## config.mk

```make
export PLATFORM = sky130hd
export DESIGN_NAME = lcd_bus_responder_flat
export DESIGN_NICKNAME = d
export VERILOG_FILES = /design/src/rtl/lcd_bus_responder_pkg.sv /design/src/rtl/lcd_bus_responder_if.sv /design/src/rtl/lcd_bus_responder_addr_step.sv /design/src/rtl/lcd_bus_responder.sv /design/src/flat_wrapper.sv
export SDC_FILE = /design/constraint.sdc
export NUM_CORES = 1
export LEC_CHECK = 0
export ABC_CLOCK_PERIOD_IN_PS = 11650
export BUFFER_PORTS_ARGS = -buffer_cell sky130_fd_sc_hd__buf_2
export CAP_MARGIN = 20
export CORE_ASPECT_RATIO = 2
export CORE_MARGIN = 2
export CORE_UTILIZATION = 63
export DETAILED_ROUTE_END_ITERATION = 10
export HOLD_SLACK_MARGIN = 0.15
export PLACE_DENSITY = 0.77
export SKIP_CTS_REPAIR_TIMING = 1
export SLEW_MARGIN = 20
export SYNTH_ARGS = -nofsm -noshare
export SYNTH_HDL_FRONTEND = slang
export SYNTH_SLANG_ARGS = --single-unit
```

## constraint.sdc

```tcl
create_clock -name clk -period 11.65 [get_ports clk]
set_input_delay 1.165 -clock clk [delete_from_list [all_inputs] [get_ports clk]]
set_output_delay 1.165 -clock clk [all_outputs]
set_load 0.02 [all_outputs]
```

## src/rtl/lcd_bus_responder_pkg.sv

```systemverilog
// Shared constants, instruction classes and decode helper for the character-LCD bus model.
package lcd_bus_responder_pkg;

  localparam int DATA_W = 8;
  localparam int ADDR_W = 7;
  localparam int IDX_W  = 5;

  // DDRAM address map of a 2x16 panel
  localparam logic [ADDR_W-1:0] LINE1_BASE = 7'h00;
  localparam logic [ADDR_W-1:0] LINE2_BASE = 7'h40;
  localparam logic [ADDR_W-1:0] LINE1_END  = 7'h27;
  localparam logic [ADDR_W-1:0] LINE2_END  = 7'h67;
  localparam int                LINE_LEN   = 16;

  localparam logic [DATA_W-1:0] SPACE_CHAR = 8'h20;

  // Instruction opcode masks; the highest set bit selects the instruction
  localparam logic [DATA_W-1:0] SET_DDRAM_MASK  = 8'h80;
  localparam logic [DATA_W-1:0] SET_CGRAM_MASK  = 8'h40;
  localparam logic [DATA_W-1:0] FUNC_SET_MASK   = 8'h20;
  localparam logic [DATA_W-1:0] SHIFT_MASK      = 8'h10;
  localparam logic [DATA_W-1:0] DISP_CTRL_MASK  = 8'h08;
  localparam logic [DATA_W-1:0] ENTRY_MODE_MASK = 8'h04;
  localparam logic [DATA_W-1:0] HOME_MASK       = 8'h02;
  localparam logic [DATA_W-1:0] CLEAR_MASK      = 8'h01;

  // Operand bit positions
  localparam int DISP_D_BIT   = 2;
  localparam int ENTRY_ID_BIT = 1;
  localparam int ENTRY_S_BIT  = 0;

  typedef enum logic [2:0] {
    INS_NOP,
    INS_SET_DDRAM,
    INS_ACCEPT_ONLY,
    INS_DISP_CTRL,
    INS_ENTRY_MODE,
    INS_HOME,
    INS_CLEAR
  } instr_e;

  // Classify an instruction byte by its highest set bit
  function automatic instr_e decode_instr(input logic [DATA_W-1:0] d);
    if (|(d & SET_DDRAM_MASK))       return INS_SET_DDRAM;
    else if (|(d & SET_CGRAM_MASK))  return INS_ACCEPT_ONLY;
    else if (|(d & FUNC_SET_MASK))   return INS_ACCEPT_ONLY;
    else if (|(d & SHIFT_MASK))      return INS_ACCEPT_ONLY;
    else if (|(d & DISP_CTRL_MASK))  return INS_DISP_CTRL;
    else if (|(d & ENTRY_MODE_MASK)) return INS_ENTRY_MODE;
    else if (|(d & HOME_MASK))       return INS_HOME;
    else if (|(d & CLEAR_MASK))      return INS_CLEAR;
    else                             return INS_NOP;
  endfunction

endpackage

```

## src/rtl/lcd_bus_responder_if.sv

```systemverilog
// Writer-to-panel LCD bus: enable strobe, register select, read/write and data.
interface lcd_bus_responder_if;
  import lcd_bus_responder_pkg::*;

  logic              lcd_e;
  logic              lcd_rs;
  logic              lcd_rw;
  logic [DATA_W-1:0] lcd_data;

  modport master (output lcd_e, lcd_rs, lcd_rw, lcd_data);
  modport slave  (input  lcd_e, lcd_rs, lcd_rw, lcd_data);
endinterface

```

## src/rtl/lcd_bus_responder_addr_step.sv

```systemverilog
// Next DDRAM address after a data write, with the line-wrap behaviour of a 2-line panel.
module lcd_bus_responder_addr_step
  import lcd_bus_responder_pkg::*;
(
  input  logic [ADDR_W-1:0] addr,
  input  logic              inc,
  output logic [ADDR_W-1:0] next_addr
);

  // Step up or down, jumping between the ends of line 1 and line 2
  always_comb begin
    next_addr = addr;
    if (inc) begin
      if (addr == LINE1_END)      next_addr = LINE2_BASE;
      else if (addr == LINE2_END) next_addr = LINE1_BASE;
      else                        next_addr = addr + ADDR_W'(1);
    end else begin
      if (addr == LINE1_BASE)      next_addr = LINE2_END;
      else if (addr == LINE2_BASE) next_addr = LINE1_END;
      else                         next_addr = addr - ADDR_W'(1);
    end
  end

endmodule

```

## src/rtl/lcd_bus_responder.sv

```systemverilog
// LCD-side model of an HD44780-style bus: decodes writes on the falling edge of
// lcd_e, keeps a 2x16 DDRAM image, address counter and busy timing, and flags misuse.
module lcd_bus_responder
  import lcd_bus_responder_pkg::*;
#(
  parameter int unsigned BUSY_CYCLES  = 2000,
  parameter int unsigned CLEAR_CYCLES = 82000
) (
  input  logic                 clk,
  input  logic                 rst,
  lcd_bus_responder_if.slave   bus,
  input  logic [IDX_W-1:0]     rd_idx,
  output logic [DATA_W-1:0]    rd_char,
  output logic [ADDR_W-1:0]    cursor_addr,
  output logic                 disp_on,
  output logic                 busy,
  output logic                 wr_pulse,
  output logic                 cmd_pulse,
  output logic                 overrun,
  output logic                 rw_err
);

  localparam int unsigned MAX_CYCLES = (BUSY_CYCLES > CLEAR_CYCLES) ? BUSY_CYCLES : CLEAR_CYCLES;
  localparam int          CNT_W      = $clog2(MAX_CYCLES + 1);
  localparam logic [CNT_W-1:0] BUSY_LOAD  = CNT_W'(BUSY_CYCLES);
  localparam logic [CNT_W-1:0] CLEAR_LOAD = CNT_W'(CLEAR_CYCLES);

  logic [DATA_W-1:0] ddram [2*LINE_LEN];
  logic              e_q;
  logic              id_q;
  logic              s_q;
  logic [CNT_W-1:0]  busy_cnt;

  logic              ev;
  logic              accept;
  instr_e            instr;
  logic              long_busy;
  logic              do_clear;
  logic              store_hit;
  logic [IDX_W-1:0]  store_idx;
  logic              do_store;
  logic [ADDR_W-1:0] step_addr;

  // Entry-mode shift bit is held for completeness but has no effect on the model
  logic unused_entry_shift;
  assign unused_entry_shift = s_q;

  lcd_bus_responder_addr_step u_addr_step (
    .addr      (cursor_addr),
    .inc       (id_q),
    .next_addr (step_addr)
  );

  assign busy    = (busy_cnt != '0);
  assign rd_char = ddram[rd_idx];

  // Transfer detection, instruction class and DDRAM slot of the current address
  always_comb begin
    ev        = e_q & ~bus.lcd_e;
    accept    = ev & ~bus.lcd_rw;
    instr     = decode_instr(bus.lcd_data);
    long_busy = ~bus.lcd_rs && (instr == INS_CLEAR || instr == INS_HOME);
    do_clear  = accept && ~bus.lcd_rs && (instr == INS_CLEAR);
    // Line 1 occupies 0x00-0x0F, line 2 occupies 0x40-0x4F
    store_hit = (cursor_addr[6:4] == 3'b000) || (cursor_addr[6:4] == 3'b100);
    store_idx = {cursor_addr[6], cursor_addr[3:0]};
    do_store  = accept & bus.lcd_rs & store_hit;
  end

  // Control state: strobe history, address counter, mode bits, busy timer and flags
  always_ff @(posedge clk or posedge rst) begin
    if (rst) begin
      e_q         <= 1'b0;
      cursor_addr <= LINE1_BASE;
      id_q        <= 1'b1;
      s_q         <= 1'b0;
      disp_on     <= 1'b0;
      busy_cnt    <= '0;
      wr_pulse    <= 1'b0;
      cmd_pulse   <= 1'b0;
      overrun     <= 1'b0;
      rw_err      <= 1'b0;
    end else begin
      e_q       <= bus.lcd_e;
      wr_pulse  <= 1'b0;
      cmd_pulse <= 1'b0;
      if (busy) busy_cnt <= busy_cnt - CNT_W'(1);
      if (ev && bus.lcd_rw) rw_err <= 1'b1;
      if (accept) begin
        // A transfer during busy is still executed; it only gets flagged
        if (busy) overrun <= 1'b1;
        busy_cnt <= long_busy ? CLEAR_LOAD : BUSY_LOAD;
        if (bus.lcd_rs) begin
          wr_pulse    <= 1'b1;
          cursor_addr <= step_addr;
        end else begin
          cmd_pulse <= 1'b1;
          unique case (instr)
            INS_SET_DDRAM:  cursor_addr <= bus.lcd_data[ADDR_W-1:0];
            INS_DISP_CTRL:  disp_on     <= bus.lcd_data[DISP_D_BIT];
            INS_ENTRY_MODE: begin
              id_q <= bus.lcd_data[ENTRY_ID_BIT];
              s_q  <= bus.lcd_data[ENTRY_S_BIT];
            end
            INS_HOME:       cursor_addr <= LINE1_BASE;
            INS_CLEAR: begin
              cursor_addr <= LINE1_BASE;
              id_q        <= 1'b1;
            end
            default: ;
          endcase
        end
      end
    end
  end

  // DDRAM image: filled with spaces on reset and clear, written by data transfers
  always_ff @(posedge clk or posedge rst) begin
    if (rst) begin
      for (int i = 0; i < 2*LINE_LEN; i++) ddram[i] <= SPACE_CHAR;
    end else if (do_clear) begin
      for (int i = 0; i < 2*LINE_LEN; i++) ddram[i] <= SPACE_CHAR;
    end else if (do_store) begin
      ddram[store_idx] <= bus.lcd_data;
    end
  end

endmodule

```

## src/flat_wrapper.sv

```systemverilog
// flat-port wrapper written by rule: the top's interface ports become plain ports
module lcd_bus_responder_flat import lcd_bus_responder_pkg::*;
#(
  parameter int unsigned BUSY_CYCLES  = 2000,
  parameter int unsigned CLEAR_CYCLES = 82000
)
  (clk, rst, rd_idx, rd_char, cursor_addr, disp_on, busy, wr_pulse, cmd_pulse, overrun, rw_err, bus_lcd_e, bus_lcd_rs, bus_lcd_rw, bus_lcd_data);
  lcd_bus_responder_if bus_i ();
  input  logic clk;
  input  logic rst;
  input  logic [IDX_W-1:0] rd_idx;
  output logic [DATA_W-1:0] rd_char;
  output logic [ADDR_W-1:0] cursor_addr;
  output logic disp_on;
  output logic busy;
  output logic wr_pulse;
  output logic cmd_pulse;
  output logic overrun;
  output logic rw_err;
  input wire logic [$bits(bus_i.lcd_e)-1:0] bus_lcd_e;
  input wire logic [$bits(bus_i.lcd_rs)-1:0] bus_lcd_rs;
  input wire logic [$bits(bus_i.lcd_rw)-1:0] bus_lcd_rw;
  input wire logic [$bits(bus_i.lcd_data)-1:0] bus_lcd_data;
  assign bus_i.lcd_e = bus_lcd_e;
  assign bus_i.lcd_rs = bus_lcd_rs;
  assign bus_i.lcd_rw = bus_lcd_rw;
  assign bus_i.lcd_data = bus_lcd_data;
  lcd_bus_responder #(.BUSY_CYCLES(BUSY_CYCLES), .CLEAR_CYCLES(CLEAR_CYCLES)) u_core (.clk(clk), .rst(rst), .bus(bus_i), .rd_idx(rd_idx), .rd_char(rd_char), .cursor_addr(cursor_addr), .disp_on(disp_on), .busy(busy), .wr_pulse(wr_pulse), .cmd_pulse(cmd_pulse), .overrun(overrun), .rw_err(rw_err));
endmodule
```

==> results.rst <==
.. list-table::
   :header-rows: 1

   * - Metric
     - Value
   * - Outcome
     - finished clean
   * - Global Route Usage Sum
     - 0.3406
   * - Num Clock Sinks
     - 287
   * - Syn avg cell area
     - 9.889 µm²
   * - Clock tree root driver cell
     - clkbuf_16
   * - Flop-to-flop setup slack
     - 8200 ps
   * - Number of routed nets with antenna violations
     - 0
   * - Largest fanout of any net on the critical path
     - 49
   * - Drt via density
     - 6.770
   * - DR vias
     - 11.96k
   * - CP cell instances
     - buf_4 > buf_4 > mux4_2 > nand2_1 > nand2_1 > o22ai_1 > nor2_1 > buf_2
   * - Setup-failing EPs final
     - 0
   * - Number of buffers between clock root and the deepest sink
     - 3
   * - Setup repair after global routing missed its margin
     - no
   * - Number of maximum-capacitance constraint violations
     - 0
   * - Post-Place Cell Area
     - 14990 µm²
   * - Floorplan die width
     - 112.8 µm
   * - Final RePlAce weighted congestion
     - 0.9076
   * - Worst Hold Class
     - reg -> reg
   * - Number of standard cells after synthesis
     - 1509
   * - Detailed-placement wirelength estimate
     - 25430 µm
   * - CP Class
     - in -> out
   * - Worst endpoint data arrival time
     - 3720 ps
   * - Number of global-route vias before repair
     - 12.23k
   * - Sequential fraction of the synthesis area
     - 0.4840
   * - Floorplan die area
     - 25010 µm²
   * - Remaining DRCs
     - 0
   * - Utilization of the core after routing
     - 0.6834
   * - Remaining global-route overflow
     - 0
   * - H-Tree Depth
     - 1
   * - Number of synthesized flops with an enable pin
     - 0
   * - Syn_nets
     - 1533
   * - Area added between synthesis and finish
     - 6.380%
   * - Worst Tran Pin Value
     - 1030 ps
   * - Slowest stage delay, CP
     - 840 ps
   * - Fraction of registers with async set/reset
     - 1.000
   * - Final worst path period need
     - 4884 ps
   * - Setup Total Neg Slack
     - 0 ps
   * - Number of distinct standard cells referenced by the synthesized netlist
     - 62
   * - Core Area
     - 23230 µm²
   * - PD cells
     - 161.3 nW/µm²
   * - Total count of max-transition violations in the final report
     - 0
   * - Max IR drop VDD
     - 0.0001328 V
   * - Startpoint type of the worst setup path
     - primary input
   * - Number of cells traversed by the worst register-to-register path
     - 7
   * - Placement row count
     - 79
   * - Yosys warns
     - 0
   * - Post-synthesis instance area
     - 14920 µm²
   * - Global-route wire length before repair
     - 67280 µm
   * - Worst path top cell family by delay
     - buffers and inverters
   * - Number of detailed-routing iterations run before antenna repair
     - 5
   * - Summed area of non-filler cells in the final layout
     - 15880 µm²
   * - Drt total wl
     - 41750 µm
   * - Leak Pwr
     - 0.007511 µW
   * - Largest cells by area after synthesis
     - dfrtp_1 (43%), mux4_2 (9.7%), nand3_1 (7.0%)
   * - Y dimension of the die
     - 221.7 µm
   * - Area leader, netlist
     - dfrtp_1
   * - Standard cell with the maximum stage delay on the critical path
     - buf_4
   * - Final Net Count
     - 1487
   * - Buffers plus inverters on the worst setup path
     - 3
   * - Total count of hold-check failures in the final report
     - 0
   * - Nature of the critical path endpoint
     - output port
   * - Share of the synthesized area in the top cell type
     - 0.4259
   * - Ant. Diodes
     - 0
   * - Final worst clock skew
     - 7.349 ps
   * - Crit path to
     - rd_char[2]
   * - Pin count of the biggest net entering global routing
     - 152
   * - Count of boundary I/O pins
     - 39
   * - Drt initial violations
     - 1212
   * - Final worst path period share
     - 0.4192
   * - Clock network latency to the later pin of the worst-skew pair
     - 560 ps
   * - CTS tree
     - yes
   * - Avg WL per Cell
     - 23.64 µm
   * - Antenna violations before repair
     - 0
   * - Cell count along the critical path
     - 8
   * - Number of register bits inferred by synthesis
     - 287
   * - Max Clk Rate
     - 204.7 MHz
   * - Startpoint of the most critical setup path
     - rd_idx[1]
   * - Quantity of I/O buffers inserted on ports
     - 38
   * - Number of buffers inserted during clock tree synthesis
     - 26
   * - Share of post-route cells with drive strength above 1
     - 0.1605
   * - Clk pin slew, worst setup/hold paths
     - 60 ps
   * - Launching point of the worst reg2reg path
     - u_core.e_q$_DFF_PP0_
   * - Worst-case headroom to the max-slew limit
     - 0.3136
   * - Data required time at the worst endpoint
     - 10490 ps
   * - Most used flip-flop cell after synthesis
     - dfrtp_1
   * - Effective utilization at floorplan
     - 0.6424
   * - Worst flop-to-flop path endpoint
     - u_core.ddram[63]$_DFFE_PP0P_
-- worst min path at each step --
stage,start,endpoint,slack [ps],cells after the start
final,u_core.overrun$_DFFE_PP0P_,u_core.overrun$_DFFE_PP0P_,470,1
after CTS,u_core.rw_err$_DFFE_PP0P_,u_core.rw_err$_DFFE_PP0P_,470,1
after global placement,u_core.overrun$_DFFE_PP0P_,u_core.overrun$_DFFE_PP0P_,430,1
after global routing,u_core.overrun$_DFFE_PP0P_,u_core.overrun$_DFFE_PP0P_,480,1
after floorplan,u_core.ddram[31]$_DFFE_PP0P_,u_core.ddram[31]$_DFFE_PP0P_,450,2
after detailed placement,u_core.overrun$_DFFE_PP0P_,u_core.overrun$_DFFE_PP0P_,450,1
-- state kept, by name, summed over array words and instances (netlist names) --
signal,cells
u_core.e_q,1
u_core.rw_err,1
u_core.disp_on,1
u_core.id_q,1
u_core.busy_cnt,17
u_core.cmd_pulse,1
u_core.ddram,256
u_core.cursor_addr,7
u_core.overrun,1
u_core.wr_pulse,1
-- stage by stage --
step / setup WS (ps) / power (µW) / hold slack [ps] / instances
2_1_floorplan: 2619 / 1524 / 454.1 / 1509
3_3_place_gp: 6751 / 1658 / 434.6 / 1718
3_5_place_dp: 6744 / 1671 / 454.5 / 1718
4_1_cts: 6747 / 2561 / 473.8 / 1766
5_1_grt: 6581 / 2653 / 479.2 / 1766
6_report: 6766 / 2561 / 470.8 / 1766
-- layer usage --
| layer | track usage | routed length (µm) | up-vias |
|---|---|---|---|
| met3 | 0.05112 | 3384 | 156 |
| met5 | 0 | 0 | - |
| li1 | - | - | 5209 |
| met4 | 0.1876 | 2551 | 0 |
| met1 | 0.4318 | 14590 | 5924 |
| met2 | 0.5602 | 21220 | 666 |
-- synth_stat cells (all sizes together) (6+ instances only) --
master	count
o22ai	19
a21oi	132
nand4	6
mux2i	77
o31ai	6
dfrtp	254
ha	6
clkbuf	56
nand3	219
nor3	9
mux4	64
nand2	272
xor2	10
xnor2	7
o21ai	41
dfstp	33
buf	77
nor2b	6
nand2b	36
nor2	103
inv	13
nor4	8
-- area by class of cell --
cell class | count | area (µm²)
timing repair buffer | 59 | 362.8
sequential | 287 | 7223
clock buffer | 38 | 777.0
fill | 1767 | 7353
multi-input combinational | 1076 | 6990
tap | 283 | 354.1
inverter | 13 | 56.30
clock inverter | 10 | 111.4
-- cell usage in the layout, fill, tap and decap left out, types with 3 or more instances in the layout --
cell type,n
nor2_1,101
o211ai_1,3
clkbuf_1,5
nand3_1,210
dfrtp_1,254
ha_1,6
buf_4,21
nand2b_1,36
xnor2_1,7
and4_2,3
xor2_1,10
clkbuf_8,6
a41oi_1,3
clkinvlp_4,3
nand4_1,3
nand4_2,3
o21ai_1,7
dfstp_2,33
a21oi_1,132
o22ai_1,19
and3_1,5
nand2_1,271
buf_2,37
mux2i_1,77
o31ai_1,5
a31o_2,5
o211a_1,3
o21ai_0,34
nor2b_1,6
mux4_2,64
nand3_2,6
nand3_4,3
clkbuf_16,27
inv_1,11
nor4_4,3
nor4_1,5
clkinv_2,4
nor3_1,7
a211oi_1,4
-- cell families after synthesis --
group	share of synthesized area
simple gates	0.2141
flops	0.4840
mux	0.1497
compound gates	0.08854
buf+inv	0.04854
xor+xnor	0.009977
fa+ha+maj	0.005030
-- power breakdown --
part,internal [µW],leakage [µW],switching [µW]
Clock,508,0.000430,390
Combinational,163,0.00326,304
Sequential,1100,0.00382,100
Total,1770,0.00751,794
No activity file was read; power rests on OpenSTA's default activity.
